[src/rtl/vend_pkg.sv]
// Shared encodings between coin_credit_collector and vending_machine:
// FSM states, coin type codes with their values, and product codes.
package vend_pkg;

    typedef enum logic [1:0] {
        ST_IDLE    = 2'b00,
        ST_COLLECT = 2'b01,
        ST_PRESENT = 2'b10,
        ST_REFUND  = 2'b11
    } state_e;

    typedef enum logic [1:0] {
        COIN_5  = 2'b00,
        COIN_10 = 2'b01,
        COIN_20 = 2'b10,
        COIN_50 = 2'b11
    } coin_e;

    localparam int unsigned COIN_VAL_5  = 5;
    localparam int unsigned COIN_VAL_10 = 10;
    localparam int unsigned COIN_VAL_20 = 20;
    localparam int unsigned COIN_VAL_50 = 50;

    typedef enum logic [1:0] {
        PROD_CHOC    = 2'b00,
        PROD_ICE     = 2'b01,
        PROD_DRINK   = 2'b10,
        PROD_INVALID = 2'b11
    } prod_e;

endpackage

[src/rtl/coin_decoder.sv]
// Combinational map from a 2-bit coin type code to its credit value.
module coin_decoder
    import vend_pkg::*;
#(
    parameter int unsigned CREDIT_W = 6
) (
    input  logic [1:0]          i_coin_type,
    output logic [CREDIT_W-1:0] o_value_c
);

    always_comb begin
        o_value_c = '0;
        case (coin_e'(i_coin_type))
            COIN_5:  o_value_c = CREDIT_W'(COIN_VAL_5);
            COIN_10: o_value_c = CREDIT_W'(COIN_VAL_10);
            COIN_20: o_value_c = CREDIT_W'(COIN_VAL_20);
            COIN_50: o_value_c = CREDIT_W'(COIN_VAL_50);
            default: o_value_c = '0;
        endcase
    end

endmodule

[src/rtl/coin_credit_collector.sv]
// Coin intake stage ahead of vending_machine: accumulates credit, latches a
// product choice, presents money/select for a fixed window, handles refunds.
module coin_credit_collector
    import vend_pkg::*;
#(
    parameter int unsigned CREDIT_W    = 6,
    parameter int unsigned MAX_CREDIT  = 63,
    parameter int unsigned HOLD_CYCLES = 2,
    parameter int unsigned TIMEOUT     = 255
) (
    input  logic                clk,
    input  logic                reset,
    input  logic                coin_valid,
    input  logic [1:0]          coin_type,
    input  logic                sel_valid,
    input  logic [1:0]          sel_in,
    input  logic                cancel,
    output logic [CREDIT_W-1:0] money,
    output logic [1:0]          select,
    output logic [CREDIT_W-1:0] credit,
    output logic                coin_reject,
    output logic [CREDIT_W-1:0] refund,
    output logic                refund_valid,
    output logic                busy
);

    localparam int unsigned SUM_W  = CREDIT_W + 1;
    localparam int unsigned TCNT_W = $clog2(TIMEOUT + 1);
    localparam int unsigned HOLD_W = $clog2(HOLD_CYCLES + 1);

    state_e              r_state, w_state_nxt;
    logic [CREDIT_W-1:0] r_credit, w_credit_nxt;
    logic [CREDIT_W-1:0] r_money, w_money_nxt;
    logic [1:0]          r_select, w_select_nxt;
    logic [CREDIT_W-1:0] r_refund, w_refund_nxt;
    logic                r_refund_valid, w_refund_valid_nxt;
    logic                r_coin_reject, w_coin_reject_nxt;
    logic [TCNT_W-1:0]   r_tcnt, w_tcnt_nxt;
    logic [HOLD_W-1:0]   r_hold, w_hold_nxt;

    logic [CREDIT_W-1:0] w_coin_val;
    logic [SUM_W-1:0]    w_sum;
    logic                w_fits;
    logic                w_sel_ok;

    coin_decoder #(
        .CREDIT_W (CREDIT_W)
    ) u_coin_decoder (
        .i_coin_type (coin_type),
        .o_value_c   (w_coin_val)
    );

    // One extra bit so an overflowing coin is caught rather than wrapped.
    assign w_sum    = {1'b0, r_credit} + {1'b0, w_coin_val};
    assign w_fits   = (w_sum <= SUM_W'(MAX_CREDIT));
    assign w_sel_ok = sel_valid && (prod_e'(sel_in) != PROD_INVALID);

    // Next-state and next-output logic.
    always_comb begin
        w_state_nxt        = r_state;
        w_credit_nxt       = r_credit;
        w_money_nxt        = r_money;
        w_select_nxt       = r_select;
        w_refund_nxt       = r_refund;
        w_refund_valid_nxt = 1'b0;
        w_coin_reject_nxt  = 1'b0;
        w_tcnt_nxt         = r_tcnt;
        w_hold_nxt         = r_hold;

        case (r_state)
            ST_IDLE: begin
                if (coin_valid) begin
                    w_credit_nxt = w_coin_val;
                    w_tcnt_nxt   = '0;
                    w_state_nxt  = ST_COLLECT;
                end
            end
            ST_COLLECT: begin
                if (cancel) begin
                    w_coin_reject_nxt  = coin_valid;
                    w_refund_nxt       = r_credit;
                    w_refund_valid_nxt = 1'b1;
                    w_credit_nxt       = '0;
                    w_tcnt_nxt         = '0;
                    w_state_nxt        = ST_REFUND;
                end else if (w_sel_ok) begin
                    w_coin_reject_nxt = coin_valid;
                    w_money_nxt       = r_credit;
                    w_select_nxt      = sel_in;
                    w_hold_nxt        = '0;
                    w_tcnt_nxt        = '0;
                    w_state_nxt       = ST_PRESENT;
                end else if (coin_valid && w_fits) begin
                    w_credit_nxt = w_sum[CREDIT_W-1:0];
                    w_tcnt_nxt   = '0;
                end else begin
                    // No accepted coin this cycle: reject any overflow, age the timer.
                    w_coin_reject_nxt = coin_valid;
                    if (r_tcnt == TCNT_W'(TIMEOUT - 1)) begin
                        w_refund_nxt       = r_credit;
                        w_refund_valid_nxt = 1'b1;
                        w_credit_nxt       = '0;
                        w_tcnt_nxt         = '0;
                        w_state_nxt        = ST_REFUND;
                    end else begin
                        w_tcnt_nxt = r_tcnt + TCNT_W'(1);
                    end
                end
            end
            ST_PRESENT: begin
                w_coin_reject_nxt = coin_valid;
                if (r_hold == HOLD_W'(HOLD_CYCLES - 1)) begin
                    w_money_nxt  = '0;
                    w_select_nxt = PROD_CHOC;
                    w_credit_nxt = '0;
                    w_hold_nxt   = '0;
                    w_state_nxt  = ST_IDLE;
                end else begin
                    w_hold_nxt = r_hold + HOLD_W'(1);
                end
            end
            ST_REFUND: begin
                w_coin_reject_nxt = coin_valid;
                w_refund_nxt      = '0;
                w_state_nxt       = ST_IDLE;
            end
            default: begin
                w_state_nxt = ST_IDLE;
            end
        endcase
    end

    always_ff @(posedge clk or negedge reset) begin
        if (!reset) begin
            r_state        <= ST_IDLE;
            r_credit       <= '0;
            r_money        <= '0;
            r_select       <= '0;
            r_refund       <= '0;
            r_refund_valid <= 1'b0;
            r_coin_reject  <= 1'b0;
            r_tcnt         <= '0;
            r_hold         <= '0;
        end else begin
            r_state        <= w_state_nxt;
            r_credit       <= w_credit_nxt;
            r_money        <= w_money_nxt;
            r_select       <= w_select_nxt;
            r_refund       <= w_refund_nxt;
            r_refund_valid <= w_refund_valid_nxt;
            r_coin_reject  <= w_coin_reject_nxt;
            r_tcnt         <= w_tcnt_nxt;
            r_hold         <= w_hold_nxt;
        end
    end

    assign money        = r_money;
    assign select       = r_select;
    assign credit       = r_credit;
    assign coin_reject  = r_coin_reject;
    assign refund       = r_refund;
    assign refund_valid = r_refund_valid;
    assign busy         = (r_state == ST_PRESENT) || (r_state == ST_REFUND);

endmodule

[config.mk]
export PLATFORM = sky130hd
export DESIGN_NAME = coin_credit_collector
export DESIGN_NICKNAME = d
export VERILOG_FILES = /design/src/rtl/vend_pkg.sv /design/src/rtl/coin_decoder.sv /design/src/rtl/coin_credit_collector.sv
export SDC_FILE = /design/constraint.sdc
export NUM_CORES = 1
export LEC_CHECK = 0
export ABC_AREA = 1
export CAP_MARGIN = 20
export CORE_MARGIN = 2
export CORE_UTILIZATION = 45
export CTS_BUF_LIST = sky130_fd_sc_hd__clkbuf_4
export DETAILED_ROUTE_END_ITERATION = 12
export DONT_BUFFER_PORTS = 1
export GPL_TIMING_DRIVEN = 0
export SYNTH_ARGS = -nofsm -noshare
export SYNTH_HDL_FRONTEND = slang
export SYNTH_SLANG_ARGS = --single-unit
[constraint.sdc]
create_clock -name clk -period 1.6 [get_ports clk]
set_input_delay 0.16 -clock clk [delete_from_list [all_inputs] [get_ports clk]]
set_output_delay 0.16 -clock clk [all_outputs]
set_load 0.02 [all_outputs]
==> insert_results.sql <==
INSERT INTO impl_metrics (metric_group, metric, value, unit) VALUES
('status', 'outcome', 'finished, violations left', ''),
('status', 'violations_in_the_final_reports', 'negative setup slack', ''),
('synth', 'synth-seq-area-share', '37.63', '%'),
('route', 'vias_per_cell', '4.886', ''),
('sta', 'skew', '0.005778', 'ns'),
('clocking', 'cts_num_sinks', '34', ''),
('synth', 'yosys_register_bits', '34', ''),
('clocking', 'clk_root_buffer_cell', 'sky130_fd_sc_hd__clkbuf_4', ''),
('power_and_ir_drop', 'power_density', '1896', 'mW/mm^2'),
('synth', 'postSynthCellCount', '269', ''),
('global_route', 'grt_antenna_before_repair', '0', ''),
('setup_path', 'critical_path.most_common_cell', 'sky130_fd_sc_hd__nand2_2', ''),
('sta', 'rsz0062_at_grt', 'yes', ''),
('global_route', 'grt_pass1_wl', '8.004', 'mm'),
('cells_and_area', 'antenna_cells', '0', ''),
('cells_and_area', 'post_route_cells_drive_above_1_share', '33.79', '%'),
('sta', 'fin_hold_ws', '0.02101', 'ns'),
('route', 'wl', '4.958', 'mm'),
('synth', 'synth_fp_nets', '291', ''),
('route', 'dr.first_iter.drc_count', '76', ''),
('global_route', 'pin_count_of_the_biggest_net_entering_global_routing', '35', ''),
('floorplanning', 'die_x', '74.88', 'microns'),
('power_and_ir_drop', 'ir_drop', '0.8555', 'mV'),
('floorplanning', 'fp-row-count', '25', ''),
('route', 'postRouteAntennaNets', '0', ''),
('cells_and_area', 'utilization', '56.84', '%'),
('setup_path', 'path_buf_inv', '1', ''),
('sta', 'finalSetupViolations', '23', ''),
('power_and_ir_drop', 'p_leak', '1.241', 'nW'),
('setup_path', 'critical_path_class', 'flip-flop to flip-flop', ''),
('sta', 'final_min_period_over_clock_period', '117.6', '%'),
('flow_run', 'drv_cap', '0', ''),
('setup_path', 'crit_path_start_kind', 'flip-flop', ''),
('synth', 'predominant_post_synthesis_flop_cell', 'sky130_fd_sc_hd__dfrtp_1', ''),
('clocking', 'clock_insertion_delay_at_the_later_pin_of_the_skew_report', '0.34', 'ns'),
('setup_path', 'crit_chain', 'ha_4 -> fa_2 -> nand3_2 -> nand4_4 -> nand2_2 -> nand2_2 -> nand2_4 -> buf_12 -> nand2_2 -> o21ai_2', ''),
('place', 'place_hpwl', '3.405', 'mm'),
('sta', 'final_critical_path_setup_slack', '-0.2816', 'ns'),
('global_route', 'grt_overflow', '0', ''),
('worst_hold_path', 'holdCritPathClass', 'input port to flip-flop', ''),
('floorplanning', 'die_area', '0.005607', 'sq mm'),
('cells_and_area', 'fin_nets', '314', ''),
('route', 'route.vias.total', '1759', ''),
('synth', 'synthesis.area', '0.002261', 'sq mm'),
('cells_and_area', 'syn_to_final_growth', '20.31', '%'),
('synth', 'synth_cell_types', '31', ''),
('sta', 'worst_pin_slew', '0.4123', 'ns'),
('route', 'drt-pass1-iter-count', '4', ''),
('synth', 'yosys_warnings', '0', ''),
('synth', 'ys_top_cells_by_count', 'sky130_fd_sc_hd__nand2_1 (55), sky130_fd_sc_hd__dfrtp_1 (34), sky130_fd_sc_hd__inv_1 (32)', ''),
('setup_path', 'critical_path_arrival', '2.15', 'ns'),
('synth', 'yosysMostFrequentCell', 'sky130_fd_sc_hd__nand2_1', ''),
('setup_path', 'crit_path_max_fanout', '10', ''),
('setup_path', 'worst_setup_path_end_kind', 'flip-flop', ''),
('clocking', 'cts_inserted_buffers', '5', ''),
('sta', 'hold_vio_cnt_final', '0', ''),
('floorplanning', 'die_y', '74.88', 'microns'),
('sta', 'maxClockFrequency', '531.5', 'MHz'),
('clocking', 'cts.path.max_buffers', '2', ''),
('setup_path', 'critPathTopFamily', 'adder cells', ''),
('sta', 'period_needed', '1.882', 'ns'),
('place', 'gp_routability_congestion', '0.8360', ''),
('clocking', 'clkTransAtPathRegs', '0.10', 'ns'),
('clocking', 'deepest_level_of_the_cts_h_tree', '2', ''),
('sta', 'timing.max_slew.rel_slack', '72.51', '%'),
('synth', 'asyncSetResetFlopFracSynth', '100.0', '%'),
('place', 'placement.io_buffers', '0', ''),
('global_route', 'grt_pass1_vias', '1708', ''),
('setup_path', 'cp.required', '1.87', 'ns'),
('route', 'detail_route.drc_violations', '0', ''),
('sta', 'timing_max_transition_violations_final', '0', '');
flip-flops by register name, indices dropped and copies added, names as in the netlist:
name          cells
r_tcnt            8
credit            6
money             6
refund            6
r_hold            2
r_state           2
select            2
coin_reject       1
refund_valid      1
path summary, 6_finish.rpt:
check	from	endpoint	slack (ns)	cells after the start
min in group asynchronous	reset	coin_reject$_DFF_PN0_	0.26	2
min reg2reg	r_tcnt[5]$_DFFE_PN0P_	r_tcnt[5]$_DFFE_PN0P_	0.55	2
min	cancel	refund_valid$_DFF_PN0_	0.02	2
max in group asynchronous	reset	credit[5]$_DFFE_PN0P_	1.15	2
max	credit[0]$_DFFE_PN0P_	refund[5]$_DFFE_PN0P_	-0.28	10
max reg2reg	credit[0]$_DFFE_PN0P_	refund[5]$_DFFE_PN0P_	-0.28	10
per-layer routing:
| metal | wire length, microns | global-route usage [%] | vias up |
|---|---|---|---|
| met5 | 0 | 0 | - |
| met4 | 75 | 6.151 | 0 |
| met3 | 149 | 3.882 | 7 |
| met2 | 2469 | 31.48 | 36 |
| met1 | 2264 | 24.38 | 809 |
| li1 | - | - | 907 |
worst register-to-register path, delay by kind of cell, from the launching register on:
| family | cells | cell delay [ns] |
|---|---|---|
| AO/OA/AOI/OAI | 1 | 0.05 |
| adder cells (fa/ha/maj) | 2 | 0.57 |
| AND/OR/NAND/NOR | 6 | 0.56 |
| flip-flops | 1 | 0.51 |
| buffers and inverters | 1 | 0.14 |
cell families (layout without fill, tap and decap cells):
family	after synthesis	in the layout	synth area share (%)
and+or+nand+nor	129	129	28.94
AOI/OAI and AO/OA	44	44	15.16
buffers and inverters	42	66	8.024
DFF	34	34	37.63
adders and majority gates	13	13	7.526
xor gates and xnor gates	7	7	2.712
report_power, final:
part           switching (mW)  internal [mW]  total [mW]
clock                   0.297          0.182       0.479
combinational            1.65           1.23        2.88
sequential              0.636           1.17        1.80
through the flow:
stage / setup slack [ns] / instances / power [mW] / instance area, sq um
final: -0.2816 / 360 / 5.159 / 2720
after global routing: -0.3791 / 360 / 5.592 / 2720
after CTS: -0.2865 / 353 / 4.931 / 2623
after detailed placement: -0.3261 / 336 / 4.125 / 2366
after global placement: -0.3377 / 336 / 4.105 / 2366
after floorplan: -0.1685 / 269 / 3.676 / 2282
what timing repair did:
item / CTS / global route
hold buffers: 5 / 0
pin swaps: 6 / 5
hold endpoints to repair: 37 / 0
setup buffers: 4 / 7
setup endpoints to repair: 33 / 33
gates resized for setup: 21 / 11
layout by cell type, fill, tap and decap left out, types with 2 or more instances in the layout:
master / instances
sky130_fd_sc_hd__nand2_2: 10
sky130_fd_sc_hd__xor2_1: 6
sky130_fd_sc_hd__a21oi_2: 3
sky130_fd_sc_hd__clkbuf_1: 3
sky130_fd_sc_hd__nand4_1: 2
sky130_fd_sc_hd__nor2_2: 3
sky130_fd_sc_hd__inv_2: 6
sky130_fd_sc_hd__buf_12: 3
sky130_fd_sc_hd__dlygate4sd3_1: 4
sky130_fd_sc_hd__ha_4: 7
sky130_fd_sc_hd__nor2_1: 22
sky130_fd_sc_hd__a21oi_4: 2
sky130_fd_sc_hd__ha_1: 5
sky130_fd_sc_hd__a21oi_1: 15
sky130_fd_sc_hd__nand2_1: 53
sky130_fd_sc_hd__nand3_2: 3
sky130_fd_sc_hd__o21ai_2: 20
sky130_fd_sc_hd__buf_4: 8
sky130_fd_sc_hd__dfrtp_2: 6
sky130_fd_sc_hd__nand2_4: 6
sky130_fd_sc_hd__nor2_4: 4
sky130_fd_sc_hd__inv_1: 29
sky130_fd_sc_hd__nor3_1: 2
sky130_fd_sc_hd__clkbuf_4: 6
sky130_fd_sc_hd__nand3_1: 20
sky130_fd_sc_hd__buf_6: 3
sky130_fd_sc_hd__dfrtp_1: 28
layout make-up:
class                   count  area (sq um)
fillers                   453          2066
multi-input cells         193          1366
flip-flops and latches     34         858.3
repair buffers             16         162.7
inverters                  36         137.6
well taps                  67         83.83
plain buffers               6         57.56
clock buffers               6         45.04
clock inverters             2         8.758
Note: power is estimated with default switching activity, not from simulation.
